### src/rtl/execute_cycle_pkg.sv
// execute_cycle_pkg: shared widths, ALU op codes and forward-select codes for the RV32 execute stage
package rv_pkg;
  localparam int DATA_W = 32;
  localparam int REG_AW = 5;
  localparam logic [2:0] ALU_ADD = 3'b000;
  localparam logic [2:0] ALU_SUB = 3'b001;
  localparam logic [2:0] ALU_AND = 3'b010;
  localparam logic [2:0] ALU_OR  = 3'b011;
  localparam logic [2:0] ALU_SLT = 3'b101;
  localparam logic [1:0] FWD_REG = 2'b00;
  localparam logic [1:0] FWD_WB  = 2'b01;
  localparam logic [1:0] FWD_MEM = 2'b10;
endpackage

### src/rtl/execute_cycle_if.sv
// execute_cycle_if: ID/EX bundle in, branch redirect and EX/MEM bundle out
interface execute_cycle_if import rv_pkg::*; #(parameter int DW = DATA_W, parameter int AW = REG_AW);
  logic          Reg_WriteE, Mem_WriteE, ALU_SrcE, Result_SrcE, BranchE;
  logic [2:0]    ALU_ControlE;
  logic [DW-1:0] RD1E, RD2E, Imm_ExE, PCE, PcPlusE, ResultW;
  logic [AW-1:0] RDE;
  logic [1:0]    ForwardAE, ForwardBE;
  logic          PCSrcE;
  logic [DW-1:0] PCTargetE;
  logic          Reg_WriteM, Mem_WriteM, Result_SrcM;
  logic [DW-1:0] ALU_ResultM, Write_DataM, PcPlusM;
  logic [AW-1:0] RDM;
  modport master (
    output Reg_WriteE, Mem_WriteE, ALU_SrcE, Result_SrcE, BranchE, ALU_ControlE,
           RD1E, RD2E, Imm_ExE, PCE, PcPlusE, RDE, ForwardAE, ForwardBE, ResultW,
    input  PCSrcE, PCTargetE, Reg_WriteM, Mem_WriteM, Result_SrcM,
           ALU_ResultM, Write_DataM, PcPlusM, RDM
  );
  modport slave (
    input  Reg_WriteE, Mem_WriteE, ALU_SrcE, Result_SrcE, BranchE, ALU_ControlE,
           RD1E, RD2E, Imm_ExE, PCE, PcPlusE, RDE, ForwardAE, ForwardBE, ResultW,
    output PCSrcE, PCTargetE, Reg_WriteM, Mem_WriteM, Result_SrcM,
           ALU_ResultM, Write_DataM, PcPlusM, RDM
  );
endinterface

### src/rtl/execute_cycle_alu.sv
// alu: combinational RV32 ALU subset with zero flag; unknown op codes yield 0
module alu import rv_pkg::*; #(parameter int W = DATA_W) (
  input  logic [W-1:0] a,
  input  logic [W-1:0] b,
  input  logic [2:0]   ctrl,
  output logic [W-1:0] result,
  output logic         zero
);
  always_comb begin
    result = ctrl == ALU_ADD ? a + b :
             ctrl == ALU_SUB ? a - b :
             ctrl == ALU_AND ? a & b :
             ctrl == ALU_OR  ? a | b :
             ctrl == ALU_SLT ? W'($signed(a) < $signed(b)) : '0;
    zero = result == '0;
  end
endmodule

### src/rtl/execute_cycle.sv
// execute_cycle: EX stage -- operand forwarding, ALU, branch resolve and EX/MEM register
module execute_cycle import rv_pkg::*; (
  input logic clk,
  input logic rst,
  execute_cycle_if.slave bus
);
  logic [DATA_W-1:0] w_fwd_a, w_fwd_b, w_src_b, w_alu_result;
  logic              w_zero;
  logic              r_reg_write, r_mem_write, r_result_src;
  logic [DATA_W-1:0] r_alu_result, r_write_data, r_pc_plus;
  logic [REG_AW-1:0] r_rd;
  // reserved select 2'b11 falls back to the register-file operand
  always_comb begin
    w_fwd_a = bus.ForwardAE == FWD_WB  ? bus.ResultW :
              bus.ForwardAE == FWD_MEM ? r_alu_result : bus.RD1E;
    w_fwd_b = bus.ForwardBE == FWD_WB  ? bus.ResultW :
              bus.ForwardBE == FWD_MEM ? r_alu_result : bus.RD2E;
    w_src_b = bus.ALU_SrcE ? bus.Imm_ExE : w_fwd_b;
  end
  alu #(.W(DATA_W)) u_alu (
    .a(w_fwd_a),
    .b(w_src_b),
    .ctrl(bus.ALU_ControlE),
    .result(w_alu_result),
    .zero(w_zero)
  );
  assign bus.PCSrcE    = bus.BranchE & w_zero & ~rst;
  assign bus.PCTargetE = bus.PCE + bus.Imm_ExE;
  always_ff @(posedge clk) begin
    if (rst) begin
      r_reg_write  <= 1'b0;
      r_mem_write  <= 1'b0;
      r_result_src <= 1'b0;
      r_alu_result <= '0;
      r_write_data <= '0;
      r_pc_plus    <= '0;
      r_rd         <= '0;
    end else begin
      r_reg_write  <= bus.Reg_WriteE;
      r_mem_write  <= bus.Mem_WriteE;
      r_result_src <= bus.Result_SrcE;
      r_alu_result <= w_alu_result;
      r_write_data <= w_fwd_b;
      r_pc_plus    <= bus.PcPlusE;
      r_rd         <= bus.RDE;
    end
  end
  assign bus.Reg_WriteM  = r_reg_write;
  assign bus.Mem_WriteM  = r_mem_write;
  assign bus.Result_SrcM = r_result_src;
  assign bus.ALU_ResultM = r_alu_result;
  assign bus.Write_DataM = r_write_data;
  assign bus.PcPlusM     = r_pc_plus;
  assign bus.RDM         = r_rd;
endmodule

### src/flat_wrapper.sv
// flat-port wrapper written by rule: the top's interface ports become plain ports
module execute_cycle_flat import rv_pkg::*;
  (clk, rst, bus_Reg_WriteE, bus_Mem_WriteE, bus_ALU_SrcE, bus_Result_SrcE, bus_BranchE, bus_ALU_ControlE, bus_RD1E, bus_RD2E, bus_Imm_ExE, bus_PCE, bus_PcPlusE, bus_RDE, bus_ForwardAE, bus_ForwardBE, bus_ResultW, bus_PCSrcE, bus_PCTargetE, bus_Reg_WriteM, bus_Mem_WriteM, bus_Result_SrcM, bus_ALU_ResultM, bus_Write_DataM, bus_PcPlusM, bus_RDM);
  execute_cycle_if bus_i ();
  input logic clk;
  input logic rst;
  input wire logic [$bits(bus_i.Reg_WriteE)-1:0] bus_Reg_WriteE;
  input wire logic [$bits(bus_i.Mem_WriteE)-1:0] bus_Mem_WriteE;
  input wire logic [$bits(bus_i.ALU_SrcE)-1:0] bus_ALU_SrcE;
  input wire logic [$bits(bus_i.Result_SrcE)-1:0] bus_Result_SrcE;
  input wire logic [$bits(bus_i.BranchE)-1:0] bus_BranchE;
  input wire logic [$bits(bus_i.ALU_ControlE)-1:0] bus_ALU_ControlE;
  input wire logic [$bits(bus_i.RD1E)-1:0] bus_RD1E;
  input wire logic [$bits(bus_i.RD2E)-1:0] bus_RD2E;
  input wire logic [$bits(bus_i.Imm_ExE)-1:0] bus_Imm_ExE;
  input wire logic [$bits(bus_i.PCE)-1:0] bus_PCE;
  input wire logic [$bits(bus_i.PcPlusE)-1:0] bus_PcPlusE;
  input wire logic [$bits(bus_i.RDE)-1:0] bus_RDE;
  input wire logic [$bits(bus_i.ForwardAE)-1:0] bus_ForwardAE;
  input wire logic [$bits(bus_i.ForwardBE)-1:0] bus_ForwardBE;
  input wire logic [$bits(bus_i.ResultW)-1:0] bus_ResultW;
  output wire logic [$bits(bus_i.PCSrcE)-1:0] bus_PCSrcE;
  output wire logic [$bits(bus_i.PCTargetE)-1:0] bus_PCTargetE;
  output wire logic [$bits(bus_i.Reg_WriteM)-1:0] bus_Reg_WriteM;
  output wire logic [$bits(bus_i.Mem_WriteM)-1:0] bus_Mem_WriteM;
  output wire logic [$bits(bus_i.Result_SrcM)-1:0] bus_Result_SrcM;
  output wire logic [$bits(bus_i.ALU_ResultM)-1:0] bus_ALU_ResultM;
  output wire logic [$bits(bus_i.Write_DataM)-1:0] bus_Write_DataM;
  output wire logic [$bits(bus_i.PcPlusM)-1:0] bus_PcPlusM;
  output wire logic [$bits(bus_i.RDM)-1:0] bus_RDM;
  assign bus_i.Reg_WriteE = bus_Reg_WriteE;
  assign bus_i.Mem_WriteE = bus_Mem_WriteE;
  assign bus_i.ALU_SrcE = bus_ALU_SrcE;
  assign bus_i.Result_SrcE = bus_Result_SrcE;
  assign bus_i.BranchE = bus_BranchE;
  assign bus_i.ALU_ControlE = bus_ALU_ControlE;
  assign bus_i.RD1E = bus_RD1E;
  assign bus_i.RD2E = bus_RD2E;
  assign bus_i.Imm_ExE = bus_Imm_ExE;
  assign bus_i.PCE = bus_PCE;
  assign bus_i.PcPlusE = bus_PcPlusE;
  assign bus_i.RDE = bus_RDE;
  assign bus_i.ForwardAE = bus_ForwardAE;
  assign bus_i.ForwardBE = bus_ForwardBE;
  assign bus_i.ResultW = bus_ResultW;
  assign bus_PCSrcE = bus_i.PCSrcE;
  assign bus_PCTargetE = bus_i.PCTargetE;
  assign bus_Reg_WriteM = bus_i.Reg_WriteM;
  assign bus_Mem_WriteM = bus_i.Mem_WriteM;
  assign bus_Result_SrcM = bus_i.Result_SrcM;
  assign bus_ALU_ResultM = bus_i.ALU_ResultM;
  assign bus_Write_DataM = bus_i.Write_DataM;
  assign bus_PcPlusM = bus_i.PcPlusM;
  assign bus_RDM = bus_i.RDM;
  execute_cycle u_core (.clk(clk), .rst(rst), .bus(bus_i));
endmodule
### config.mk
export PLATFORM = sky130hd
export DESIGN_NAME = execute_cycle_flat
export DESIGN_NICKNAME = d
export VERILOG_FILES = /design/src/rtl/execute_cycle_pkg.sv /design/src/rtl/execute_cycle_if.sv /design/src/rtl/execute_cycle_alu.sv /design/src/rtl/execute_cycle.sv /design/src/flat_wrapper.sv
export SDC_FILE = /design/constraint.sdc
export NUM_CORES = 1
export LEC_CHECK = 0
export BUFFER_PORTS_ARGS = -buffer_cell sky130_fd_sc_hd__buf_2
export CELL_PAD_IN_SITES_DETAIL_PLACEMENT = 0
export CELL_PAD_IN_SITES_GLOBAL_PLACEMENT = 1
export CORE_MARGIN = 3
export CORE_UTILIZATION = 39
export DETAILED_ROUTE_END_ITERATION = 8
export PLACE_DENSITY_LB_ADDON = 0.1
export SLEW_MARGIN = 0
export SYNTH_ARGS = -nofsm -noshare
export SYNTH_HDL_FRONTEND = slang
export SYNTH_HIERARCHICAL = 1
export SYNTH_SLANG_ARGS = --single-unit
### constraint.sdc
create_clock -name clk -period 9.3 [get_ports clk]
set_input_delay 1.86 -clock clk [delete_from_list [all_inputs] [get_ports clk]]
set_output_delay 1.86 -clock clk [all_outputs]
set_load 0.02 [all_outputs]
======== Yosys cells after proc, flatten, opt, wreduce, memory -nomap -nowiden ========
Cells that the tools add are included.
word-level totals
  flip-flop bits (word level) ............. 104
  output and inout port bits .............. 137
  logic and storage cells ................. 36
cells by class
  add/subtract/negate cells ............... 3
  $lt $le $gt $ge ......................... 1
  equal/unequal tests ..................... 8
  mux-type cells .......................... 10
  bitwise logic cells ..................... 5
  reductions and logical operators ........ 2
operators with widths
  cell                  count
  $mux W32              9
  $add A32 B32 Y32      2
  $and A32 B32 Y32      1
  $logic_not A32 Y1     1
  $lt A32 B32 Y1        1
  $or A32 B32 Y32       1
  $sub A32 B32 Y32      1
  $eq A3 B2 Y1 const B  2
  $eq A2 B1 Y1 const B  2
  $eq A2 B2 Y1 const B  2
  $eq A3 B1 Y1 const B  1
  $eq A3 B3 Y1 const B  1
  $logic_not A3 Y1      1
  $and A1 B1 Y1         2
  $mux W1               1
  $not A1 Y1            1

======== Longest topological paths before layout ========
Gate-level depths: netlist (run 1).
  depth after elaboration ................. 13
  mapped depth ............................ 22
  mapped depth without buffers ............ 20

======== Hierarchy ========
The synthesis (run 1) kept the hierarchy.
modules (own cells, without submodules)
  module         times used  cells each  area an instance (um^2)  seq. area each (um^2)
  execute_cycle  1           815         6734.0                   2082.0
  alu            1           850         5554.1                   0.0

======== Worst setup path after synthesis (run 1) ========
OpenSTA, ideal clock, no wires.
  path kind ............................... input -> output
  from .................................... input bus_ForwardBE[1]
  to ...................................... output bus_PCSrcE
  data arrival time ....................... 6133 ps
  setup slack ............................. 1307 ps
  stages on the path ...................... 22
  cell sequence ........................... clkbuf_1 > buf_1 > mux2i_1 > nand2_1 > o21ai_0 > o21ai_0 > ha_1 > inv_1 > fa_1 > nor2b_1 > o2111ai_1 > and2_2 > o221ai_1 > a221oi_1 > or4b_1 > nor4_1 > nand4bb_1 > nor4_1 > nand2_1 > nor4_2 > nand2_1 > nor2_1
on the way
  elaborated cells between the ends (all ways) .. 18
  classes of those cells .................. add/sub (2); order compare (1); eq/ne (2); mux (8); bitwise (4); reduce/logical (1)
RTL lines
  item                              line                     source
  start: declaration                flat_wrapper.sv:20       input wire logic [$bits(bus_i.ForwardBE)-1:0] bus_ForwardBE;
  $eq A2 B2 Y1                      execute_cycle.sv:17      bus.ForwardBE == FWD_MEM ? r_alu_result : bus.RD2E;
  $mux W32                          execute_cycle.sv:17
  $mux W32 (*)                      execute_cycle.sv:16      w_fwd_b = bus.ForwardBE == FWD_WB ? bus.ResultW :
  $mux W32 (*)                      execute_cycle.sv:18      w_src_b = bus.ALU_SrcE ? bus.Imm_ExE : w_fwd_b;
  named net u_core.w_src_b[0]       execute_cycle.sv:7       logic [DATA_W-1:0] w_fwd_a, w_fwd_b, w_src_b, w_alu_result;
  $sub A32 B32 Y32                  execute_cycle_alu.sv:11  ctrl == ALU_SUB ? a - b :
  $mux W32                          execute_cycle_alu.sv:11
  $mux W32 (*)                      execute_cycle_alu.sv:10  result = ctrl == ALU_ADD ? a + b :
  named net u_core.w_alu_result[6]  execute_cycle.sv:7
  $logic_not A32 Y1 (*)             execute_cycle_alu.sv:15  zero = result == '0;
  named net u_core.w_zero           execute_cycle.sv:8       logic w_zero;
  $and A1 B1 Y1 (*) (2 in a row)    execute_cycle.sv:27      assign bus.PCSrcE = bus.BranchE & w_zero & ~rst;
  end: declaration                  flat_wrapper.sv:22       output wire logic [$bits(bus_i.PCSrcE)-1:0] bus_PCSrcE;
The timed path passes the listed nets; every way through them passes the cells marked *.

======== Final worst setup path (run 1) ========
  from .................................... input bus_ForwardBE[1]
  to ...................................... output bus_PCSrcE
on the way
  cells in the longest elaborated chain, start to end .. 13
  elaborated cells between the ends (all ways) .. 18
  classes of those cells .................. add/sub (2); order compare (1); eq/ne (2); mux (8); bitwise (4); reduce/logical (1)
ends and longest elaborated chain
  item                            line                     source
  $eq A2 B2 Y1                    execute_cycle.sv:17
  $mux W32                        execute_cycle.sv:17
  $mux W32 (*)                    execute_cycle.sv:16
  $mux W32 (*)                    execute_cycle.sv:18
  named net u_core.w_src_b[13]    execute_cycle.sv:7
  $lt A32 B32 Y1                  execute_cycle_alu.sv:14  ctrl == ALU_SLT ? W'($signed(a) < $signed(b)) : '0;
  $mux W1                         execute_cycle_alu.sv:14
  $mux W32                        execute_cycle_alu.sv:13  ctrl == ALU_OR ? a | b :
  $mux W32                        execute_cycle_alu.sv:12  ctrl == ALU_AND ? a & b :
  $mux W32                        execute_cycle_alu.sv:11
  $mux W32 (*)                    execute_cycle_alu.sv:10
  $logic_not A32 Y1 (*)           execute_cycle_alu.sv:15
  named net u_core.w_zero         execute_cycle.sv:8
  $and A1 B1 Y1 (*) (2 in a row)  execute_cycle.sv:27
Marks and branches as above.

==> out/metrics.csv, run 1 <==
metric,value,unit
status,"complete, no violations",
synthMuxAreaShare,9.06,%
skew,0.0187,ns
viasPerCell,5.81,
crit_required,7.44,ns
dieArea,0.0337,sq mm
timing_worst_setup_path_type,in -> out,
yosys.area.top_type,dfxtp_1,
finish.instance_area,0.0146,sq mm
insertion_delay,0.37,ns
crit_path_top_delay_cell,or4b_1,
synth_cell_types,96,
wl,54.1,mm
critPathBufInv,5,
groute.layer.met2.usage,55.8,%
post-synth-top-area-fraction,16.9,%
synthFlopType,dfxtp_1,
cts_tree,yes,
nNetsFinal,2284,
postSynthCellCount,1665,
finalHoldViolCount,0,
htree_levels,3,
arrival,7.08,ns
ys_seq_area_share,16.9,%
ys_warn_count,6,
drt_iter0_markers,1080,
grt_busiest_layer,met2,
drive_above_1_share,24.4,%
clock-root-buffer,clkbuf_16,
avgSynthCellArea,7.38,sq um
slowest_delay,0.48,ns
synth_fp_nets,2006,
setup_viol,0,
clkSinkCount,104,
synth_common_cells,"nand2_1 (161), a21oi_1 (139), nor2_1 (134), ha_1 (127), o21ai_0 (120)",
power_frac_clock,19.6,%
hpwl,44.7,mm
pwr-share-comb,56.3,%
final_util,47.5,%
ys_ff_latch,104,
slew_headroom,28.6,%
route.detailed.wl_per_inst,23.1,microns
synth_top_family_by_area,compound AO/OA/AOI/OAI gates,
synth.most_common_cell,nand2_1,
place_area,0.0143,sq mm
rows,64,
synth_compound_area_share,28.3,%
setup-tns-final,0,ns
cellLeakagePower,7.00,nW
synthTopCellsByArea,"dfxtp_1 (17%), ha_1 (13%), nor2b_1 (6.0%)",
internal_power,1.11,mW
track_usage,30.7,%
grt_pass1_wl,80.0,mm
grt-ovfl-total,0,
syn-cell-area,0.0123,sq mm
drv_slew,0,
synthAdderAreaFrac,13.4,%
crit_chain,"buf_4, buf_4, buf_12, mux2_2, o21ai_0, o21ai_0, inv_1, ha_1, nand4_1, nor4_1, a22oi_1, a2bb2oi_1, or4b_1, nand3_1, o21a_1, o2111ai_1, nor4_1, nand2_1, nor4_2, nand2_1, nor2_1, buf_2",
postCtsSetupBuffers,0,
post_cts_resize_count,0,
tightest_slew,1.07,ns
drv_cap,0,
drc,0,
globalRouteMet3Util,4.71,%
pin_count,348,
grt_pass1_vias,13281,
die_w,184,microns
fmax,0.112,GHz
netSwitchingPower,997,uW
dr.pass1.iters,6,
route.vias.total,13633,
p_sw_share,47.3,%
grt_max_degree,57,
period_share,96.1,%
worstHoldPathType,reg -> reg,
path_max_fanout,38,
end_kind,output port,
ir_drop,0.0888,mV
coreArea,0.0308,sq mm
crit_path_start_kind,input port,
gp_congestion,0.953,
clock_path_buffers,2,
whs,0.690,ns
final.min_clock_period,8.94,ns
pwr_density_cell,144,mW/mm^2
critPathTopFamily,simple AND/OR/NAND/NOR gates,
cts_hold_buffers,0,
cts_made_buffers,9,
antenna_found_initial,8,
synth-xor-area-share,2.92,%
synth_edf_count,0,
portBuffers,347,
ant_nets,0,
area_delta_synth_final,19.1,%
rsz0062_at_grt,no,
gr-usage-met1,36.8,%
die_h,184,microns
async_flop_share,0,%
initial_core_util,39.9,%
clkTransAtPathRegs,0.09,ns
p_seq_share,24.0,%
yosys.area_share.simple,22.2,%
fill_cells,3278,
layout make-up:
class / count / area (sq um) / area share, %
flip-flops and latches: 104 / 2080 / 14.2
well taps: 396 / 495 / 3.38
clock inverters: 7 / 88.8 / 0.607
clock buffers: 9 / 225 / 1.54
repair buffers: 380 / 2000 / 13.7
diodes: 4 / 10.0 / 0.0684
multi-input cells: 1346 / 9350 / 63.9
inverters: 102 / 383 / 2.62
power groups by stage:
| stage | Clock, mW | Sequential [mW] | Combinational (mW) |
|---|---|---|---|
| after global placement | 0 | 0.517 | 1.16 |
| after detailed placement | 0 | 0.516 | 1.17 |
| after global routing | 0.438 | 0.509 | 1.29 |
| final | 0.414 | 0.505 | 1.19 |
| after CTS | 0.423 | 0.506 | 1.17 |
| after floorplan | 0 | 0.554 | 0.739 |
cells in the final DEF (no fill, tap or decap), types with 14 or more instances in the layout:
cell type,instances
a21oi_1,139
xnor2_1,26
buf_2,344
nand3_1,25
nand2_1,161
mux2i_1,73
nor2b_1,118
mux2_2,32
o31ai_1,14
o21ai_0,119
nand4_1,15
dfxtp_1,104
xor2_1,15
inv_1,100
a211oi_1,49
o21bai_1,15
nor2_1,134
buf_4,35
ha_1,127
a21o_1,25
nor3_1,19
path summary, 6_finish.rpt:
path / start / endpoint / slack, ns / cells past startpoint
setup / recovery: bus_ForwardBE[1] / bus_PCSrcE / 0.36 / 22
setup reg to reg: u_core/bus.ALU_ResultM[9] / u_core/bus.ALU_ResultM[30] / 4.59 / 16
hold reg to reg: u_core/bus.ALU_ResultM[18] / u_core/bus.Write_DataM[18] / 0.69 / 3
hold / removal: u_core/bus.ALU_ResultM[18] / u_core/bus.Write_DataM[18] / 0.69 / 3
registers in the layout, summed over array words and instances, names as in the netlist:
| register | count |
|---|---|
| u_core/bus.Write_DataM | 32 |
| u_core/bus.Mem_WriteM | 1 |
| u_core/bus.Reg_WriteM | 1 |
| u_core/bus.PcPlusM | 32 |
| u_core/bus.ALU_ResultM | 32 |
| u_core/bus.RDM | 5 |
| u_core/bus.Result_SrcM | 1 |
metrics by stage:
| stage | power [mW] | setup WS (ns) | std cells |
|---|---|---|---|
| floorplan | 1.29 | 1.31 | 1665 |
| global placement | 1.68 | 0.287 | 2328 |
| detailed placement | 1.68 | 0.358 | 2328 |
| CTS | 2.10 | 0.333 | 2344 |
| global route | 2.23 | 0.0238 | 2347 |
| finish | 2.11 | 0.359 | 2348 |
logic make-up after synthesis:
logic type | after synthesis
xor+xnor | 41
mux | 106
simple gates | 552
fa+ha+maj | 130
flops | 104
compound gates | 517
buf+inv | 215
per-layer routing:
metal	share of wire [%]	up-vias
li1	-	6499
met1	41	6461
met2	50	560
met3	6.1	105
met4	3.3	8
met5	0.085	-
worst min-delay path, stage by stage, from the launching register on:
cell	delay, ns
dfxtp_1	0.35
mux2_2	0.15
o21ai_0	0.08
nor2_1	0.09
(Power assumes the default switching activity.)
==> run 2: changes to the inputs <==
==> constraint.sdc (replaced) <==
create_clock -name clk -period 9.3 [get_ports clk]
set_input_delay 1.86 -clock clk [delete_from_list [all_inputs] [get_ports clk]]
set_output_delay 1.86 -clock clk [all_outputs]
set_load 0.005 [all_outputs]
==> run 2 against run 1 <==
Effect of this change:
- via count down 0.44%
- critical path depth down 2
- power down 4.8%
- sequential cell count unchanged
- clock-buffer cell count unchanged
- final cell count unchanged
- wire length up 0.21%
- sequential power about the same
- largest cell class unchanged
- die area unchanged
==> out/metrics.csv, run 2 (synthesis results as in run 1) <==
metric,value,unit
status,"complete, no violations",
timing_worst_setup_path_type,in -> out,
route.detailed.wl_per_inst,23.1,microns
coreArea,0.0308,sq mm
drive_above_1_share,24.1,%
fmax,0.112,GHz
fill_cells,3270,
final.min_clock_period,8.92,ns
drt_iter0_markers,1126,
pin_count,348,
slowest_delay,0.65,ns
cts_hold_buffers,0,
drc,0,
grt_pass1_vias,12902,
ant_nets,0,
antenna_found_initial,13,
regArea,0.00208,sq mm
slew_headroom,34.2,%
cts_tree,yes,
clock-root-buffer,clkbuf_16,
place_area,0.0143,sq mm
cpMostUsedCell,o21ai_0,
layout_common_cells,"buf_2 (344), nand2_1 (161), a21oi_1 (139)",
insertion_delay,0.37,ns
clkSinkCount,104,
wl,54.2,mm
clkTransAtPathRegs,0.07,ns
portBuffers,347,
grt_max_degree,67,
initial_core_util,39.9,%
mostFrequentLayoutCell,buf_2,
groute.layer.met2.usage,52.9,%
crit_required,7.44,ns
grt-ovfl-total,0,
die_h,184,microns
ir_drop,0.0957,mV
dieArea,0.0337,sq mm
drv_cap,0,
crit_chain,"buf_4, mux2_2, o21ai_0, o21ai_0, inv_1, ha_1, nand4_1, nor3_1, a21bo_2, and3_1, o31ai_1, o21ai_0, mux2i_1, a2111o_1, nor4_1, nand2_1, nor4_2, nand2_1, nor2_1, buf_2",
die_w,184,microns
final_util,47.3,%
arrival,7.06,ns
gp_congestion,0.926,
track_usage,30.5,%
clock_path_buffers,2,
setup_viol,0,
multi_input_area,0.00934,sq mm
end_kind,output port,
pwr_density_cell,137,mW/mm^2
grt_pass1_wl,78.8,mm
rsz0062_at_grt,no,
period_share,95.9,%
globalRouteMet3Util,6.11,%
gr-usage-met1,36.7,%
hpwl,44.3,mm
power,2.00,mW
path_max_fanout,24,
grt_busiest_layer,met2,
viasPerCell,5.78,
skew,0.0158,ns
crit_path_top_delay_cell,o21ai_0,
tightest_slew,0.985,ns
crit_path_start_kind,input port,
cts_made_buffers,9,
worstHoldPathType,reg -> reg,
route.vias.total,13573,
finalHoldViolCount,0,
cellLeakagePower,6.96,nW
drv_slew,0,
setup-tns-final,0,ns
dr.pass1.iters,5,
finish.instance_area,0.0146,sq mm
rows,64,
nNetsFinal,2279,
htree_levels,3,
area_delta_synth_final,18.6,%
run 2: worst max-delay path, delay by kind of cell:
| kind | cells | cell delay [ns] |
|---|---|---|
| AO/OA/AOI/OAI | 6 | 1.81 |
| adder cells (fa/ha/maj) | 1 | 0.60 |
| buffers and inverters | 3 | 0.61 |
| multiplexers | 2 | 0.42 |
| AND/OR/NAND/NOR | 8 | 1.76 |
run 2: stage by stage:
step	hold WS [ns]	std cells	worst slack, ns
floorplan	0.656	1665	1.49
global placement	0.699	2323	0.388
detailed placement	0.683	2323	0.342
CTS	0.711	2339	0.321
global route	0.788	2344	0.0274
finish	0.704	2348	0.377
run 2: final cells by class:
cell class / instances / share of cell area [%]
Multi-Input combinational cell: 1346 / 64.1
Sequential cell: 104 / 14.3
Timing Repair Buffer: 375 / 13.4
Tap cell: 396 / 3.40
Inverter: 102 / 2.63
Clock buffer: 9 / 1.54
Clock inverter: 7 / 0.472
Antenna cell: 9 / 0.154
run 2: repair_timing:
item | in CTS | in global routing
setup endpoints to repair | 0 | 1
hold endpoints to repair | 0 | 0
resized for setup | 0 | 2
buffers inserted | 0 | 0
run 2: where the power goes:
| group | switching (mW) | total, mW | internal [mW] |
|---|---|---|---|
| registers | 0.0247 | 0.507 | 0.482 |
| clock network | 0.207 | 0.398 | 0.190 |
| logic | 0.675 | 1.10 | 0.425 |
run 2: path summary, 6_finish.rpt:
kind                                                  from                          to  slack [ns]  cells past startpoint
worst max-delay path                      bus_ForwardBE[1]                  bus_PCSrcE        0.38                     20
worst max register to register   u_core/bus.ALU_ResultM[7]  u_core/bus.ALU_ResultM[30]        4.68                     16
worst min register to register  u_core/bus.ALU_ResultM[11]  u_core/bus.Write_DataM[11]        0.70                      3
worst min-delay path            u_core/bus.ALU_ResultM[11]  u_core/bus.Write_DataM[11]        0.70                      3
run 2: metal layers:
metal / share of wire [%] / wire (microns)
met1: 40 / 21700
met5: 0.11 / 60
met2: 48 / 26300
met3: 7.0 / 3810
met4: 4.4 / 2410
==> run 3: changes to the inputs <==
- BUFFER_PORTS_ARGS: -buffer_cell sky130_fd_sc_hd__buf_2 -> unset
- CORE_UTILIZATION: 39 -> 40
- DONT_BUFFER_PORTS: unset -> 1
==> run 3 against run 2 <==
Effect of this change:
- core utilization is 5.1 points lower
- final cell count is 16% lower
- highest routed layer is now met4
- sequential share of layout area is 2.2 points higher
- die area is 2.4% lower
- sequential cell count stayed put
- critical path depth is 2 lower
- combinational power is 18% lower
==> out/metrics.csv, run 3 (synthesis results as in run 1) <==
metric,value,unit
status,"complete, no violations",
hpwl,39.9,mm
fill_cells,3218,
end_kind,output port,
htree_levels,3,
drive_above_1_share,6.29,%
grt_pass1_vias,11613,
pin_count,348,
route.detailed.wl_per_inst,25.5,microns
critPathLaunch,bus_ForwardBE[1],
setup-tns-final,0,ns
period_share,98.8,%
wl,50.1,mm
clock-root-buffer,clkbuf_16,
whs,0.795,ns
cts_tree,yes,
clock_path_buffers,2,
drv_cap,0,
route.vias.total,12094,
cellLeakagePower,5.39,nW
die_w,181,microns
gp_congestion,0.951,
stdcell_count,1964,
setup_viol,0,
track_usage,28.8,%
post_cts_resize_count,0,
r2r-start,u_core/bus.ALU_ResultM[9],
hold_start,u_core/bus.ALU_ResultM[25],
area_delta_synth_final,2.95,%
cts_hold_buffers,0,
power,1.83,mW
nNetsFinal,1910,
finalHoldViolCount,0,
postCtsSetupBuffers,0,
grt_max_degree,106,
viasPerCell,6.16,
skew,0.0121,ns
layout_common_cells,"nand2_1 (161), a21oi_1 (139), nor2_1 (134)",
insertion_delay,0.36,ns
slew_headroom,37.8,%
pwr_density_cell,144,mW/mm^2
path_max_fanout,64,
clkSinkCount,104,
diodes,0,
rows,63,
drc,0,
die_h,181,microns
portBuffers,0,
grt-ovfl-total,0,
crit_required,7.44,ns
dr.pass1.iters,6,
clkTransAtPathRegs,0.08,ns
worstHoldPathType,reg -> reg,
mostFrequentLayoutCell,nand2_1,
initial_core_util,41.0,%
grt_pass1_wl,74.3,mm
dieArea,0.0329,sq mm
ant_nets,0,
antenna_found_initial,0,
drv_slew,0,
fmax,0.109,GHz
final.min_clock_period,9.19,ns
rsz0062_at_grt,no,
arrival,7.33,ns
drt_iter0_markers,963,
tightest_slew,0.934,ns
place_inst,1948,
cts_made_buffers,9,
timing_worst_setup_path_type,in -> out,
coreArea,0.0300,sq mm
crit_path_start_kind,input port,
ir_drop,0.0911,mV
## run 3: changes by cell type in the layout (fill, tap and decap cells not counted), sizes merged
cell	delta
diode	-9
clkinv	+2
inv	-2
buf	-369
## run 3: cell type report
type | count | area (sq um) | area share (%)
Clock buffer | 9 | 225 | 1.78
Clock inverter | 7 | 85.1 | 0.673
Inverter | 102 | 383 | 3.03
Multi-Input combinational cell | 1346 | 9340 | 73.9
Sequential cell | 104 | 2080 | 16.5
Tap cell | 390 | 488 | 3.86
Timing Repair Buffer | 6 | 45.0 | 0.356
## run 3: final timing paths
| check | depth (start not counted) | to | slack, ns |
|---|---|---|---|
| setup / recovery | 18 | bus_PCSrcE | 0.11 |
| setup reg to reg | 16 | u_core/bus.ALU_ResultM[30] | 4.37 |
| hold reg to reg | 3 | u_core/bus.Write_DataM[25] | 0.79 |
| hold / removal | 3 | u_core/bus.Write_DataM[25] | 0.79 |
## run 3: through the flow
step | setup WS (ns) | utilization, % | cell area [sq um]
global route | 0.101 | 42.2 | 12700
global placement | 0.254 | 41.2 | 12300
detailed placement | 0.326 | 41.2 | 12300
finish | 0.113 | 42.2 | 12700
floorplan | 1.49 | - | 12300
CTS | 0.311 | 42.2 | 12700
## run 3: per-layer routing
| metal | GRT usage, % | wire, microns | up-vias |
|---|---|---|---|
| met4 | 6.37 | 1010 | 0 |
| met3 | 5.90 | 3690 | 51 |
| met5 | 0 | 0 | - |
| met1 | 36.7 | 20900 | 5753 |
| met2 | 50.1 | 24500 | 531 |
| li1 | - | - | 5759 |
## run 3: power breakdown
group          total (mW)  internal [mW]  switching [mW]
clock               0.403          0.193           0.210
sequential          0.526          0.482          0.0432
combinational       0.898          0.339           0.559
total                1.83           1.01           0.813
## run 3: critical path, cell delays in order
cell and delay (ns):
mux2_2 0.20, o21ai_0 0.14, o21ai_0 0.66, inv_1 0.17
ha_1 0.58, nand4_1 0.26, nor3_1 0.45, a21bo_2 0.33
and3_1 0.23, o2111ai_1 0.19, o21ai_1 0.14, a2111oi_0 0.72
nand4bb_1 0.29, nor4_1 0.42, nand2_1 0.16, nor4_2 0.32
nand2_1 0.09, nor2_1 0.13
